## config.mk

```make
export PLATFORM = sky130hd
export DESIGN_NAME = sha1_msg_padder
export DESIGN_NICKNAME = d
export VERILOG_FILES = /design/src/rtl/sha1_msg_padder.sv
export SDC_FILE = /design/constraint.sdc
export NUM_CORES = 1
export LEC_CHECK = 0
export ABC_CLOCK_PERIOD_IN_PS = 3000
export BUFFER_PORTS_ARGS = -buffer_cell sky130_fd_sc_hd__buf_2
export CORE_AREA = 3 3 106 108
export CTS_CLUSTER_DIAMETER = 200
export DETAILED_ROUTE_END_ITERATION = 7
export DIE_AREA = 0 0 109 111
export PLACE_DENSITY_LB_ADDON = 0.08
export SYNTH_ARGS = -nofsm -noshare
export SYNTH_HDL_FRONTEND = slang
export SYNTH_SLANG_ARGS = --single-unit
```

## constraint.sdc

```tcl
create_clock -name clk -period 3 [get_ports clk]
set_input_delay 0.15 -clock clk [delete_from_list [all_inputs] [get_ports clk]]
set_output_delay 0.15 -clock clk [all_outputs]
set_load 0.05 [all_outputs]
```

## src/rtl/sha1_msg_padder.sv

```systemverilog
// sha1_msg_padder: turns a 32-bit word message stream into padded SHA-1 512-bit blocks of 16 words
module sha1_msg_padder (
    input  logic        clk,
    input  logic        reset_n,
    input  logic        in_valid,
    output logic        in_ready,
    input  logic [31:0] in_data,
    input  logic        in_last,
    input  logic [2:0]  in_nbytes,
    output logic        out_valid,
    input  logic        out_ready,
    output logic [31:0] out_data,
    output logic [3:0]  out_index,
    output logic        out_first,
    output logic        out_msg_last,
    output logic        busy
);
    localparam logic [2:0] S_DATA   = 3'd0;
    localparam logic [2:0] S_MARK   = 3'd1;
    localparam logic [2:0] S_ZERO   = 3'd2;
    localparam logic [2:0] S_LEN_HI = 3'd3;
    localparam logic [2:0] S_LEN_LO = 3'd4;
    logic [2:0]  state, state_nx, mark_nx, nb;
    logic [3:0]  widx;
    logic [63:0] bitlen;
    logic        len_ok, first_pend, ld_en, acc, load, marker;
    logic [31:0] keep, word_nx;
    // next output word, next state and handshake decode
    always_comb begin
        ld_en    = !out_valid | out_ready;
        in_ready = reset_n && state == S_DATA && ld_en;
        acc      = in_valid && in_ready;
        load     = (state == S_DATA) ? acc : ld_en;
        nb       = (in_nbytes > 3'd4) ? 3'd4 : in_nbytes;
        keep     = ~(32'hFFFF_FFFF >> {nb, 3'b000});
        marker   = (state == S_MARK) || (state == S_DATA && in_last && nb != 3'd4);
        mark_nx  = (widx == 4'd13) ? S_LEN_HI : S_ZERO;
        word_nx  = (state == S_DATA)   ? ((in_last && nb != 3'd4) ? ((in_data & keep) | (32'h8000_0000 >> {nb, 3'b000})) : in_data) :
                   (state == S_MARK)   ? 32'h8000_0000 :
                   (state == S_LEN_HI) ? bitlen[63:32] :
                   (state == S_LEN_LO) ? bitlen[31:0] : 32'h0;
        state_nx = (state == S_DATA)   ? (in_last ? ((nb == 3'd4) ? S_MARK : mark_nx) : S_DATA) :
                   (state == S_MARK)   ? mark_nx :
                   (state == S_ZERO)   ? ((widx == 4'd13 && len_ok) ? S_LEN_HI : S_ZERO) :
                   (state == S_LEN_HI) ? S_LEN_LO : S_DATA;
    end
    // output register, counters and message bookkeeping
    always_ff @(posedge clk) begin
        if (!reset_n) begin
            state        <= S_DATA;
            widx         <= 4'd0;
            bitlen       <= 64'd0;
            len_ok       <= 1'b0;
            first_pend   <= 1'b1;
            out_valid    <= 1'b0;
            out_data     <= 32'd0;
            out_index    <= 4'd0;
            out_first    <= 1'b0;
            out_msg_last <= 1'b0;
            busy         <= 1'b0;
        end else begin
            if (load) begin
                out_valid    <= 1'b1;
                out_data     <= word_nx;
                out_index    <= widx;
                out_first    <= first_pend;
                out_msg_last <= state == S_LEN_LO;
                first_pend   <= state == S_LEN_LO;
                widx         <= widx + 4'd1;
                state        <= state_nx;
            end else if (out_ready) begin
                out_valid <= 1'b0;
            end
            // a marker at 14 leaves no room for the length; the wrap into the next block makes room
            if (load && marker) len_ok <= widx != 4'd14;
            else if (load && state == S_ZERO && widx == 4'd15) len_ok <= 1'b1;
            if (load && state == S_LEN_LO) bitlen <= 64'd0;
            else if (acc) bitlen <= bitlen + (in_last ? {58'd0, nb, 3'b000} : 64'd32);
            busy <= acc | (busy & !(out_valid & out_ready & out_msg_last));
        end
    end
endmodule

```

==> results.py, run 1 <==
metrics = {
    "global_route": {
        "antenna_found_initial": 0,
        "grt_pass1_vias": 4852,
        "grt_max_degree": 45,
        "grt_use_total_pct": 24.9,
        "grtUsageMet3_pct": 4.60,
        "grt_pass1_wl_um": 24200,
        "overflow": 0,
        "top_usage_layer": "met2",
        "met1_usage_pct": 35.5,
        "use_met2_pct": 37.8,
    },
    "detailed_routing": {
        "route.antenna.remaining_nets": 0,
        "wl_per_cell_um": 17.6,
        "vias": 5206,
        "viasPerCell": 6.17,
        "drt_iter0_drc": 469,
        "totalWireLength_um": 14900,
        "dr.pass1.iters": 7,
        "drc": 0,
    },
    "die": {
        "io_pins": 81,
        "die_h_um": 111,
        "initial_core_util_pct": 50.6,
        "coreArea_mm2": 0.0103,
        "rows": 37,
        "fp.dieW_um": 109,
        "die_area_mm2": 0.0121,
    },
    "timing": {
        "tightest_slew_ns": 0.942,
        "period_needed_ns": 2.85,
        "rsz0062_at_grt": "no",
        "slew-limit-headroom_pct": 37.2,
        "fin_crit_sh_pct": 94.9,
        "fin_worst_skew_ns": 0.00903,
        "finalMaxSlewViolations": 0,
        "fmax_ghz": 0.351,
        "setup_viol_count_final": 0,
        "setup-tns-final_ns": 0,
        "final_hold_viol_count": 0,
    },
    "finish": {
        "multi_input_area_mm2": 0.00281,
        "drive_gt1_share_pct": 18.8,
        "syn2layout_area_growth_pct": 14.9,
        "nets": 750,
        "seq_area_mm2": 0.00220,
        "diodes": 0,
        "final_core_util_pct": 58.2,
        "fillers": 971,
    },
    "cts": {
        "tritoncts": "done",
        "clk_pin_slew_ns": 0.10,
        "cts_setup_buffers": 0,
        "cts_buffer_depth": 2,
        "insertion_delay_ns": 0.38,
        "cts-root-buf": "clkbuf_8",
        "cts_resized": 0,
        "cts_sinks": 110,
        "h-tree-depth": 3,
        "numCtsBuffers": 9,
        "hold_buffers": 0,
    },
    "flow_run": {
        "drv_cap": 0,
    },
    "logic_synthesis": {
        "ys_types": 44,
        "synth.top_cells.by_area": "dfxtp_1 (42%), a21oi_1 (5.6%), a222oi_1 (4.8%)",
        "synth_most_common_cell": "dfxtp_1",
        "syn_inst": 633,
        "ys_seq_area_share_pct": 42.2,
        "synth-main-ff-cell": "dfxtp_1",
        "syn_avg_cell_area_um2": 8.25,
        "async_flop_share_pct": 0,
        "synth_commonest_cells": "dfxtp_1 (110), nor2_1 (66), a21oi_1 (58)",
        "syn_area_mm2": 0.00522,
        "synth_largest_area_cell": "dfxtp_1",
        "yosysWarnings": 0,
        "synth_nets": 680,
        "synth_enable_flop_cells": 0,
        "yosys.area.top_type_share_pct": 42.2,
        "synth-seq-cells": 110,
    },
    "hold_path": {
        "hp-start": "in_data[1]",
        "hold_depth": 3,
        "hold_path_class": "input pin to flop",
        "worstHoldEndpoint": "out_data[1]$_SDFFE_PN0P_",
    },
    "setup_path": {
        "worstPathArrival_ns": 3.15,
        "start_kind": "flop",
        "cp_max_fo": 11,
        "crit_type": "flop to flop",
        "r2r_setup_slack_ns": 0.15,
        "ff2ff_path_depth": 6,
        "timing.rr.start": "state[2]$_SDFFE_PN0P_",
        "setup.worst_path.start": "state[2]$_SDFFE_PN0P_",
        "end_kind": "flop",
        "worstPathRequired_ns": 3.31,
        "worstReg2RegEnd": "bitlen[58]$_SDFFE_PP0P_",
    },
    "power_and_ir_drop": {
        "static-leakage-power_uw": 0.00209,
        "pwr_density_cell_mw_per_mm2": 494,
        "fin_total_pwr_uw": 2970,
        "ir_worst_vdd_mv": 0.289,
    },
    "placed_design": {
        "place_hpwl_um": 10800,
        "io_buffers": 80,
        "place_congestion": 0.843,
    },
    "outcome": {
        "status": "complete, no violations",
    },
}
[registers in the layout, indices dropped and copies added (netlist names)]
register      count
out_msg_last      1
out_valid         1
bitlen           61
widx              4
busy              1
first_pend        1
state             3
out_index         4
len_ok            1
out_first         1
out_data         32
[critical path, cell delays in order (launching register included)]
cell and delay (ns):
dfxtp_1 0.33, or3_1 0.44, or4_4 0.55, or4_1 0.72
buf_4 0.25, or3_1 0.34, a21oi_1 0.15
[report_power, final]
| group | internal [uW] | switching, uW | leakage, uW | total (uW) |
|---|---|---|---|---|
| sequential | 1520 | 37.1 | 0.000894 | 1560 |
| combinational | 158 | 406 | 0.00111 | 564 |
| clock | 321 | 519 | 0.0000841 | 840 |
| total | 2000 | 963 | 0.00209 | 2970 |
[per-stage QoR]
step / std cells / setup WS [ns] / hold slack (ns) / instance area [um2]
after global placement: 828 / 0.250 / 0.435 / 5830
after CTS: 844 / 0.171 / 0.0607 / 6000
after floorplan: 633 / 0.208 / 0.356 / 5220
final: 844 / 0.154 / 0.0720 / 6000
after global routing: 844 / 0.0518 / 0.0890 / 6000
after detailed placement: 828 / 0.205 / 0.440 / 5830
[cell usage in the layout, fill, tap and decap left out, drive strengths merged, types with 26 or more instances in the layout]
master and count:
dfxtp 110, buf 106, nor2 66, a21oi 58, nand2 46, o21ai 32, nand3 27, nand4 27
or3 27, a211oi 26
[final cells by class]
class | instances | area share, %
multi-input combinational | 462 | 46.8
inverter | 14 | 0.875
clock buffer | 10 | 2.29
timing repair buffer | 106 | 9.92
tap | 136 | 2.83
clock inverter | 6 | 0.625
sequential | 110 | 36.7
[routing by layer]
layer,wire length [um],vias up,share of wire [%]
met3,1010,20,6.8
met1,6870,2486,46
li1,-,2527,-
met4,210,0,1.4
met2,6780,173,46
met5,0,-,0
[worst max path at each step]
stage,depth (start not counted),slack [ns],to
after detailed placement,6,0.21,bitlen[58]$_SDFFE_PP0P_
after CTS,6,0.17,bitlen[58]$_SDFFE_PP0P_
after global routing,6,0.05,bitlen[50]$_SDFFE_PP0P_
after floorplan,8,0.21,bitlen[56]$_SDFFE_PP0P_
after global placement,5,0.25,bitlen[56]$_SDFFE_PP0P_
final,6,0.15,bitlen[58]$_SDFFE_PP0P_
[kinds of logic (layout without fill, tap and decap cells)]
group,Yosys count,in the layout,share of synthesized area (%)
buffers and inverters,61,136,4.60
AND/OR/NAND/NOR,259,259,25.7
multiplexers,1,1,0.192
XOR/XNOR,23,23,3.86
AO/OA/AOI/OAI,172,172,21.7
flip-flops,110,110,42.2
adder cells (fa/ha/maj),7,7,1.82
No activity file was read; power rests on OpenSTA's default activity.
==> run 2, diff against run 1 <==
==> config.mk (replaced) <==
export PLATFORM = sky130hd
export DESIGN_NAME = sha1_msg_padder
export DESIGN_NICKNAME = d
export VERILOG_FILES = /design/src/rtl/sha1_msg_padder.sv
export SDC_FILE = /design/constraint.sdc
export NUM_CORES = 1
export LEC_CHECK = 0
export ABC_CLOCK_PERIOD_IN_PS = 3310
export BUFFER_PORTS_ARGS = -buffer_cell sky130_fd_sc_hd__buf_2
export CORE_AREA = 3 3 97 99
export CTS_CLUSTER_DIAMETER = 200
export DETAILED_ROUTE_END_ITERATION = 7
export DIE_AREA = 0 0 100 102
export PLACE_DENSITY_LB_ADDON = 0.08
export SETUP_SLACK_MARGIN = 0.5
export SYNTH_ARGS = -nofsm -noshare
export SYNTH_HDL_FRONTEND = slang
export SYNTH_SLANG_ARGS = --single-unit
==> constraint.sdc (replaced) <==
create_clock -name clk -period 3.31 [get_ports clk]
set_input_delay 0.1655 -clock clk [delete_from_list [all_inputs] [get_ports clk]]
set_output_delay 0.1655 -clock clk [all_outputs]
set_load 0.05 [all_outputs]
==> run 2 against run 1 <==
Maximum frequency up 4.7%. Cell area down 0.83%. Via count down 0.12%. Routed wire length down 5.6%. Sequential share of layout area up 0.31 points.
==> results.py, run 2 (same netlist as run 1, synthesis figures left out) <==
metrics = {
    "die": {
        "fp.dieW_um": 100,
        "coreArea_mm2": 0.00864,
        "die_area_mm2": 0.0102,
        "initial_core_util_pct": 60.5,
        "io_pins": 81,
        "rows": 34,
        "die_h_um": 102,
    },
    "finish": {
        "diodes": 0,
        "mostFrequentLayoutCells": "dfxtp_1 (110), buf_2 (80), nor2_1 (65), a21oi_1 (57), nand2_1 (46)",
        "nets": 742,
        "final_common_cell": "dfxtp_1",
        "reg.largest.list": "bitlen x61, out_data x32",
        "final_core_util_pct": 69.0,
        "design_area_mm2": 0.00595,
        "fillers": 742,
        "drive_gt1_share_pct": 18.0,
        "syn2layout_area_growth_pct": 14.0,
        "largest_register": "bitlen",
        "largest_reg_flops": 61,
    },
    "power_and_ir_drop": {
        "ir_worst_vdd_mv": 0.250,
        "pwr_density_cell_mw_per_mm2": 462,
        "static-leakage-power_uw": 0.00208,
    },
    "placed_design": {
        "place_hpwl_um": 10100,
        "place_congestion": 0.879,
        "postPlaceCellArea_mm2": 0.00572,
        "io_buffers": 80,
    },
    "detailed_routing": {
        "route.antenna.remaining_nets": 0,
        "viasPerCell": 6.44,
        "drc": 0,
        "wl_per_cell_um": 17.4,
        "drt_iter0_drc": 417,
        "totalWireLength_um": 14000,
        "dr.pass1.iters": 7,
        "vias": 5200,
    },
    "cts": {
        "cts_buffer_depth": 2,
        "hold_buffers": 0,
        "insertion_delay_ns": 0.37,
        "cts_sinks": 110,
        "clk_pin_slew_ns": 0.10,
        "numCtsBuffers": 9,
        "tritoncts": "done",
        "h-tree-depth": 3,
        "cts-root-buf": "clkbuf_8",
    },
    "timing": {
        "rsz0062_at_grt": "yes",
        "finalMaxSlewViolations": 0,
        "setup-tns-final_ns": 0,
        "period_needed_ns": 2.72,
        "final_hold_viol_count": 0,
        "fin_worst_skew_ns": 0.0143,
        "tightest_slew_ns": 0.887,
        "setup_viol_count_final": 0,
        "fmax_ghz": 0.368,
        "slew-limit-headroom_pct": 40.8,
        "fin_crit_sh_pct": 82.1,
    },
    "global_route": {
        "use_met2_pct": 42.7,
        "met1_usage_pct": 39.2,
        "grt_use_total_pct": 27.3,
        "grt_max_degree": 45,
        "grt_pass1_vias": 4536,
        "grt_pass1_wl_um": 22400,
        "antenna_found_initial": 0,
        "top_usage_layer": "met2",
        "grtUsageMet3_pct": 3.96,
        "overflow": 0,
    },
    "hold_path": {
        "worstHoldEndpoint": "out_data[2]$_SDFFE_PN0P_",
        "hp-start": "in_data[2]",
        "hold_path_class": "input pin to flop",
        "hold_depth": 3,
    },
    "setup_path": {
        "start_kind": "flop",
        "worstPathRequired_ns": 3.61,
        "r2r_setup_slack_ns": 0.59,
        "crit_type": "flop to flop",
        "end_kind": "flop",
        "ff2ff_path_depth": 5,
        "cp_max_fo": 9,
        "worstReg2RegEnd": "bitlen[46]$_SDFFE_PP0P_",
        "worstPathArrival_ns": 3.01,
        "timing.rr.start": "state[2]$_SDFFE_PN0P_",
    },
    "flow_run": {
        "drv_cap": 0,
    },
    "outcome": {
        "status": "complete, no violations",
    },
}
## run 2: cell count changes in the layout (fill, tap and decap cells not counted), sizes merged
| cell | previous run | this run |
|---|---|---|
| buf | 106 | 98 |
| bufinv | 0 | 1 |
| clkbuf | 10 | 11 |
| clkinvlp | 3 | 0 |
| inv | 13 | 14 |
## run 2: power breakdown
part	total [uW]	switching [uW]	internal, uW
Clock	828	454	373
Sequential	1420	34.9	1380
Combinational	506	364	142
## run 2: layout make-up
cell class              count  area (um2)  share of cell area [%]
multi-input cells         462        2820                    47.3
flip-flops and latches    110        2200                    37.0
repair buffers             98         548                    9.20
clock buffers              11         141                    2.37
well taps                 108         135                    2.27
clock inverters             5        57.6                   0.967
inverters                  14        52.6                   0.883
## run 2: worst max-delay path, stage by stage, from the launching register on
cell and delay (ns):
dfxtp_1 0.39, or3_4 0.44, or4_4 0.58, or4_4 0.57, or4_1 0.52, a21oi_1 0.16
## run 2: layer usage
| layer | vias up | routed length [um] |
|---|---|---|
| met5 | - | 0 |
| met4 | 0 | 197 |
| met3 | 21 | 1100 |
| met2 | 215 | 6570 |
| met1 | 2454 | 6180 |
| li1 | 2510 | - |
## run 2: worst max path at each step
stage                     cells past startpoint  slack (ns)             startpoint                      end
after detailed placement                      6        0.23  state[2]$_SDFFE_PN0P_  bitlen[50]$_SDFFE_PP0P_
after global routing                          5        0.47  state[1]$_SDFFE_PN0P_  bitlen[46]$_SDFFE_PP0P_
after floorplan                               8        0.52  state[2]$_SDFFE_PN0P_  bitlen[56]$_SDFFE_PP0P_
after global placement                        6        0.30  state[2]$_SDFFE_PN0P_  bitlen[54]$_SDFFE_PP0P_
after CTS                                     5        0.52  state[2]$_SDFFE_PN0P_  bitlen[56]$_SDFFE_PP0P_
final                                         5        0.59  state[2]$_SDFFE_PN0P_  bitlen[46]$_SDFFE_PP0P_
## run 2: per-stage QoR
stage	instances	power, uW	setup WS, ns	hold WS [ns]
finish	808	2750	0.592	0.0943
global route	808	2860	0.473	0.0924
CTS	807	2760	0.518	0.0953
detailed placement	788	1950	0.227	0.441
global placement	788	1940	0.303	0.433
floorplan	633	1810	0.518	0.371
## run 2: repair_timing
| item | in CTS | in global routing |
|---|---|---|
| resized for setup | 1 | 1 |
| pin swaps | 1 | 1 |
| setup endpoints to repair | 12 | 11 |
| setup buffers | 3 | 1 |
